$ cat config.mk
export PLATFORM = sky130hd
export DESIGN_NAME = fetch_unit
export DESIGN_NICKNAME = d
export VERILOG_FILES = /design/src/rtl/fetch_unit.sv
export SDC_FILE = /design/constraint.sdc
export NUM_CORES = 1
export LEC_CHECK = 0
export ABC_AREA = 1
export CAP_MARGIN = 5
export CORE_ASPECT_RATIO = 1.1
export CORE_MARGIN = 4
export CORE_UTILIZATION = 50
export DETAILED_ROUTE_END_ITERATION = 7
export PLACE_DENSITY = 0.81
export SLEW_MARGIN = 5
export SYNTH_ARGS = -nofsm -noshare
export SYNTH_HDL_FRONTEND = slang
export SYNTH_SLANG_ARGS = --single-unit
export TNS_END_PERCENT = 5
$ cat constraint.sdc
create_clock -name clk -period 3.1 [get_ports clk]
set_input_delay 0.465 -clock clk [delete_from_list [all_inputs] [get_ports clk]]
set_output_delay 0.465 -clock clk [all_outputs]
set_load 0.02 [all_outputs]
$ cat src/rtl/fetch_unit.sv
// Instruction fetch stage and IF/ID register: one outstanding request, one-entry stall buffer,
// drop of in-flight responses on redirect. Optional macro FETCH_FLUSH_NOP_EN makes flush write a NOP.
module fetch_unit #(
    parameter int                       ADDRESS_WIDTH = 32,
    parameter logic [ADDRESS_WIDTH-1:0] RESET_PC      = '0
) (
    input  logic                     clk,
    input  logic                     rst_n,
    input  logic                     StallF,
    input  logic                     StallD,
    input  logic                     FlushD,
    input  logic                     PCSrcE,
    input  logic [ADDRESS_WIDTH-1:0] PCTargetE,
    output logic                     IMemReq,
    output logic [ADDRESS_WIDTH-1:0] IMemAddr,
    input  logic                     IMemGnt,
    input  logic                     IMemRValid,
    input  logic [ADDRESS_WIDTH-1:0] IMemRData,
    output logic [ADDRESS_WIDTH-1:0] InstrD,
    output logic [ADDRESS_WIDTH-1:0] PCD,
    output logic [ADDRESS_WIDTH-1:0] PCPlus4D,
    output logic                     ValidD
);

    localparam logic [ADDRESS_WIDTH-1:0] NOP_INSTR = ADDRESS_WIDTH'(32'h0000_0013);
    localparam logic [ADDRESS_WIDTH-1:0] PC_STEP   = ADDRESS_WIDTH'(4);

    typedef enum logic [1:0] {
        REQ  = 2'd0,
        WAIT = 2'd1,
        DROP = 2'd2
    } state_t;

    state_t                   state_reg, state_next;
    logic [ADDRESS_WIDTH-1:0] pc_reg, pc_next;
    logic [ADDRESS_WIDTH-1:0] req_pc_reg, req_pc_next;
    logic                     buf_valid_reg, buf_valid_next;
    logic [ADDRESS_WIDTH-1:0] buf_instr_reg, buf_instr_next;
    logic [ADDRESS_WIDTH-1:0] buf_pc_reg, buf_pc_next;
    logic                     valid_d_reg, valid_d_next;
    logic [ADDRESS_WIDTH-1:0] instr_d_reg, instr_d_next;
    logic [ADDRESS_WIDTH-1:0] pc_d_reg, pc_d_next;
    logic [ADDRESS_WIDTH-1:0] pc_plus4_d_reg, pc_plus4_d_next;

    logic issue;
    logic req;
    logic grant;
    logic deliver;

    // Request/next-state logic; IMemGnt only steers the next state, never IMemReq itself.
    always_comb begin
        issue      = !StallF && !buf_valid_reg && !PCSrcE;
        req        = 1'b0;
        state_next = state_reg;
        case (state_reg)
            REQ: begin
                req = issue;
                if (issue && IMemGnt) begin
                    state_next = WAIT;
                end
            end
            WAIT: begin
                if (PCSrcE) begin
                    state_next = IMemRValid ? REQ : DROP;
                end else if (IMemRValid) begin
                    req        = issue;
                    state_next = (issue && IMemGnt) ? WAIT : REQ;
                end
            end
            DROP: begin
                if (IMemRValid) begin
                    state_next = REQ;
                end
            end
            default: state_next = REQ;
        endcase
        if (!rst_n) begin
            req = 1'b0;
        end
    end

    assign grant    = req && IMemGnt;
    assign deliver  = (state_reg == WAIT) && IMemRValid && !PCSrcE;
    assign IMemReq  = req;
    assign IMemAddr = pc_reg;

    always_comb begin
        pc_next         = pc_reg;
        req_pc_next     = req_pc_reg;
        buf_valid_next  = buf_valid_reg;
        buf_instr_next  = buf_instr_reg;
        buf_pc_next     = buf_pc_reg;
        valid_d_next    = valid_d_reg;
        instr_d_next    = instr_d_reg;
        pc_d_next       = pc_d_reg;
        pc_plus4_d_next = pc_plus4_d_reg;

        if (PCSrcE) begin
            pc_next = PCTargetE;
        end else if (grant) begin
            pc_next = pc_reg + PC_STEP;
        end
        if (grant) begin
            req_pc_next = pc_reg;
        end

        // The buffer only fills while decode is stalled; it drains into IF/ID once the stall lifts.
        if (PCSrcE) begin
            buf_valid_next = 1'b0;
        end else if (deliver && StallD) begin
            buf_valid_next = 1'b1;
            buf_instr_next = IMemRData;
            buf_pc_next    = req_pc_reg;
        end else if (buf_valid_reg && !StallD) begin
            buf_valid_next = 1'b0;
        end

        if (FlushD) begin
            valid_d_next = 1'b0;
`ifdef FETCH_FLUSH_NOP_EN
            instr_d_next    = NOP_INSTR;
            pc_d_next       = '0;
            pc_plus4_d_next = '0;
`endif
        end else if (!StallD) begin
            if (buf_valid_reg) begin
                valid_d_next    = 1'b1;
                instr_d_next    = buf_instr_reg;
                pc_d_next       = buf_pc_reg;
                pc_plus4_d_next = buf_pc_reg + PC_STEP;
            end else if (deliver) begin
                valid_d_next    = 1'b1;
                instr_d_next    = IMemRData;
                pc_d_next       = req_pc_reg;
                pc_plus4_d_next = req_pc_reg + PC_STEP;
            end else begin
                // Nothing arrived for an unstalled decode stage: present a bubble.
                valid_d_next = 1'b0;
            end
        end
    end

    always_ff @(posedge clk or negedge rst_n) begin
        if (!rst_n) begin
            state_reg      <= REQ;
            pc_reg         <= RESET_PC;
            req_pc_reg     <= RESET_PC;
            buf_valid_reg  <= 1'b0;
            buf_instr_reg  <= NOP_INSTR;
            buf_pc_reg     <= '0;
            valid_d_reg    <= 1'b0;
            instr_d_reg    <= NOP_INSTR;
            pc_d_reg       <= '0;
            pc_plus4_d_reg <= '0;
        end else begin
            state_reg      <= state_next;
            pc_reg         <= pc_next;
            req_pc_reg     <= req_pc_next;
            buf_valid_reg  <= buf_valid_next;
            buf_instr_reg  <= buf_instr_next;
            buf_pc_reg     <= buf_pc_next;
            valid_d_reg    <= valid_d_next;
            instr_d_reg    <= instr_d_next;
            pc_d_reg       <= pc_d_next;
            pc_plus4_d_reg <= pc_plus4_d_next;
        end
    end

    assign InstrD   = instr_d_reg;
    assign PCD      = pc_d_reg;
    assign PCPlus4D = pc_plus4_d_reg;
    assign ValidD   = valid_d_reg;

endmodule

==> results.py <==
metrics = {
    "critical_path": {
        "critical_path_class": "reg2out",
        "rr_endpoint": "PCPlus4D[28]$_DFFE_PN0P_",
        "cp-startpoint": "buf_valid_reg$_DFFE_PN0P_",
        "worst-endpoint-required_ns": 2.63,
        "regToRegStartpoint": "buf_valid_reg$_DFFE_PN0P_",
        "setup.reg_to_reg.worst_slack_ns": 0.84,
        "reg2regPathDepth": 13,
        "cp_slowest_stage_delay_ns": 0.63,
        "timing.critical_path.cells": "nor2_1 -> nand2_1 -> nor2_2 -> clkdlybuf4s50_1",
        "path_buf_inv": 1,
        "critPathSlowestCell": "sky130_fd_sc_hd__clkdlybuf4s50_1",
        "worstSetupEndpointType": "output pin",
        "path_delay_family": "buffers and inverters",
        "timing.critical_path.from_type": "flip-flop",
        "timing.critical_path.fanout_max": 14,
        "critPathArrivalTime_ns": 2.13,
    },
    "place": {
        "dpl_worst_slack_ns": 0.5428,
        "number_of_buffers_inserted_by_port_buffering": 201,
        "hpwlAfterDp_um": 20700,
        "gp_congestion": 0.9003,
        "place.detailed.instances": 1754,
    },
    "die": {
        "die_h_um": 163.5,
        "initial_core_utilization_pct": 51.11,
        "placementRows": 56,
        "die-width_um": 149.4,
        "dieArea_um2": 24430,
        "core_region_area_um2": 21510,
        "io-pin-count": 202,
    },
    "timing": {
        "setup_viol_count_final": 0,
        "setup_ws_ns": 0.5039,
        "totalNegativeSetupSlack_ns": 0,
        "final-hold-violation-count": 0,
        "timing.fmax_ghz": 0.3852,
        "holdWs_ns": 0.3809,
        "timing_max_transition_violations_final": 0,
        "slew_of_the_pin_with_the_lowest_slew_margin_ns": 0.9471,
        "period_share_pct": 83.74,
        "clock-skew-final_ns": 0.01534,
        "timing.max_slew.rel_slack_pct": 36.86,
        "final.min_clock_period_ns": 2.596,
        "rsz0062_at_grt": "false",
    },
    "global_routing": {
        "wire_length_of_the_first_global_routing_pass_um": 46840,
        "gr-usage-all-layers_pct": 23.31,
        "grt_use_met1_pct": 32.38,
        "globalRouteMet3Util_pct": 3.441,
        "grt_start_max_net_pins": 89,
        "initial_antenna_violation_count": 0,
        "busiest_layer": "met2",
        "globalRouteMet2Util_pct": 37.92,
        "global_route.overflow_total": 0,
        "grt_pass1_vias": 9338,
    },
    "power_and_ir_drop": {
        "max-vdd-ir-drop_mv": 0.3769,
        "power_density_nw_per_um2": 713.3,
        "p_leak_nw": 6.415,
    },
    "worst_hold_path": {
        "hold_class": "in2async",
    },
    "clock_network": {
        "post-cts-setup-buffers": 0,
        "h_tree_level_count": 1,
        "clockRootBuffer": "sky130_fd_sc_hd__clkbuf_16",
        "cts.sink_count": 226,
        "tritoncts_buffer_count": 24,
        "cts.path.max_buffers": 3,
        "cts-resized-gates": 0,
        "tritoncts": "yes",
        "clk_latency_ns": 0.51,
        "clkTransAtPathRegs_ns": 0.06,
    },
    "synthesis": {
        "synthesis.yosys.warnings": 0,
        "total_standard_cell_area_after_synthesis_um2": 10990,
        "largest_cells_by_area_after_synthesis": "sky130_fd_sc_hd__dfrtp_1 50%, sky130_fd_sc_hd__nand2_1 15%, sky130_fd_sc_hd__mux2_2 4.6%",
        "synth_sequential_area_ratio_pct": 51.51,
        "syn-instance-count": 1309,
        "synth.ff_latch_count": 226,
        "synth.avg_cell_area_um2": 8.399,
        "synth_largest_type_area_fraction_pct": 50.07,
        "synth_async_sr_flop_share_pct": 100.0,
        "synthFlopType": "sky130_fd_sc_hd__dfrtp_1",
        "synth_area_leader_cell": "sky130_fd_sc_hd__dfrtp_1",
        "synth.net_count": 1383,
        "synth_enable_flop_cells": 0,
        "netlist-cell-type-count": 44,
    },
    "layout": {
        "final_nets": 1565,
        "post_route_cells_drive_above_1_share_pct": 11.40,
        "num-fill-cells": 1756,
        "antenna-diode-count": 0,
        "fin_cells": 1799,
        "flow.area_growth_from_synthesis_pct": 27.55,
    },
    "route": {
        "route.detailed.vias_per_inst": 5.315,
        "drt-pass1-iter-count": 5,
        "routed_wire_length_per_instance_um": 16.02,
        "vias": 9562,
        "finalWirelength_um": 28830,
        "ant_nets": 0,
        "remaining_drc_errors": 0,
        "drtIter0Drc": 618,
    },
    "status": {
        "run_status": "complete, no violations",
    },
    "run": {
        "cap_viol_max_count": 0,
    },
}
[cells in the final DEF (no fill, tap or decap), types with 5 or more instances in the layout]
| master | count |
|---|---|
| sky130_fd_sc_hd__nand2_2 | 23 |
| sky130_fd_sc_hd__xor2_1 | 18 |
| sky130_fd_sc_hd__nand3_1 | 67 |
| sky130_fd_sc_hd__clkdlybuf4s50_1 | 200 |
| sky130_fd_sc_hd__o211ai_1 | 11 |
| sky130_fd_sc_hd__a31oi_1 | 37 |
| sky130_fd_sc_hd__inv_2 | 5 |
| sky130_fd_sc_hd__o21ai_1 | 36 |
| sky130_fd_sc_hd__mux2_2 | 45 |
| sky130_fd_sc_hd__inv_1 | 83 |
| sky130_fd_sc_hd__nor2_2 | 12 |
| sky130_fd_sc_hd__o21ai_0 | 50 |
| sky130_fd_sc_hd__nand2_1 | 440 |
| sky130_fd_sc_hd__nor2_1 | 120 |
| sky130_fd_sc_hd__a21oi_1 | 5 |
| sky130_fd_sc_hd__clkinv_2 | 8 |
| sky130_fd_sc_hd__clkbuf_16 | 25 |
| sky130_fd_sc_hd__o221ai_1 | 6 |
| sky130_fd_sc_hd__nor3_1 | 14 |
| sky130_fd_sc_hd__nand4_1 | 10 |
| sky130_fd_sc_hd__dfrtp_1 | 219 |
| sky130_fd_sc_hd__buf_4 | 15 |
| sky130_fd_sc_hd__dfstp_2 | 6 |
[what timing repair did]
action	4_1_cts	5_1_grt
hold buffers	1	0
endpoints found under the setup margin	0	0
hold endpoints to repair	11	0
[cell usage after synthesis, types with 11 or more instances]
cell type / instances
sky130_fd_sc_hd__o21ai_0: 50
sky130_fd_sc_hd__o21ai_1: 36
sky130_fd_sc_hd__nor2_2: 12
sky130_fd_sc_hd__buf_2: 31
sky130_fd_sc_hd__dfrtp_1: 220
sky130_fd_sc_hd__xor2_1: 18
sky130_fd_sc_hd__nand2_1: 441
sky130_fd_sc_hd__nand3_1: 67
sky130_fd_sc_hd__inv_1: 83
sky130_fd_sc_hd__o211ai_1: 11
sky130_fd_sc_hd__nor3_1: 14
sky130_fd_sc_hd__clkbuf_1: 19
sky130_fd_sc_hd__nand2_2: 22
sky130_fd_sc_hd__nor2_1: 120
sky130_fd_sc_hd__mux2_2: 45
sky130_fd_sc_hd__a31oi_1: 37
[power by group]
part	leakage, nW	switching (mW)	internal (mW)
Clock	0.419	1.18	1.82
Sequential	2.86	0.474	3.67
Combinational	3.14	1.56	1.29
[metrics by stage]
step,utilization (%),total power [mW],instance area (um2)
3_5_place_dp,61.27,7.049,13180
6_report,65.19,10.00,14020
5_1_grt,65.19,10.52,14020
2_1_floorplan,-,5.651,10990
3_3_place_gp,61.27,6.931,13180
4_1_cts,65.19,10.07,14020
[per-layer routing]
metal  vias up  routed length [um]
met1      4513               12670
met3        56                2086
li1       4605                   -
met4         0                 866
met5         -                   0
met2       388               13200
[final cells by class]
| type | count | area, um2 | share of cell area [%] |
|---|---|---|---|
| clock buffers | 32 | 691.9 | 4.934 |
| flip-flops and latches | 226 | 5664 | 40.39 |
| inverters | 89 | 335.3 | 2.391 |
| well taps | 290 | 362.8 | 2.587 |
| multi-input cells | 932 | 4667 | 33.28 |
| repair buffers | 218 | 2160 | 15.40 |
| clock inverters | 12 | 142.6 | 1.017 |
[kinds of logic after synthesis]
family                     after synthesis  share of synthesized area (%)
buffers and inverters                  151                          6.134
adders and majority gates                2                         0.2276
xor gates and xnor gates                19                          1.514
and+or+nand+nor                        707                          27.54
AOI/OAI and AO/OA                      159                          8.467
DFF                                    226                          51.51
muxes                                   45                          4.609
[worst max-delay path by stage]
stage	endpoint	cells past startpoint
CTS	IMemReq	4
floorplan	PCPlus4D[30]$_DFFE_PN0P_	13
finish	IMemReq	4
detailed placement	IMemReq	5
global placement	IMemReq	5
global route	IMemReq	4
No activity file was read; power rests on OpenSTA's default activity.
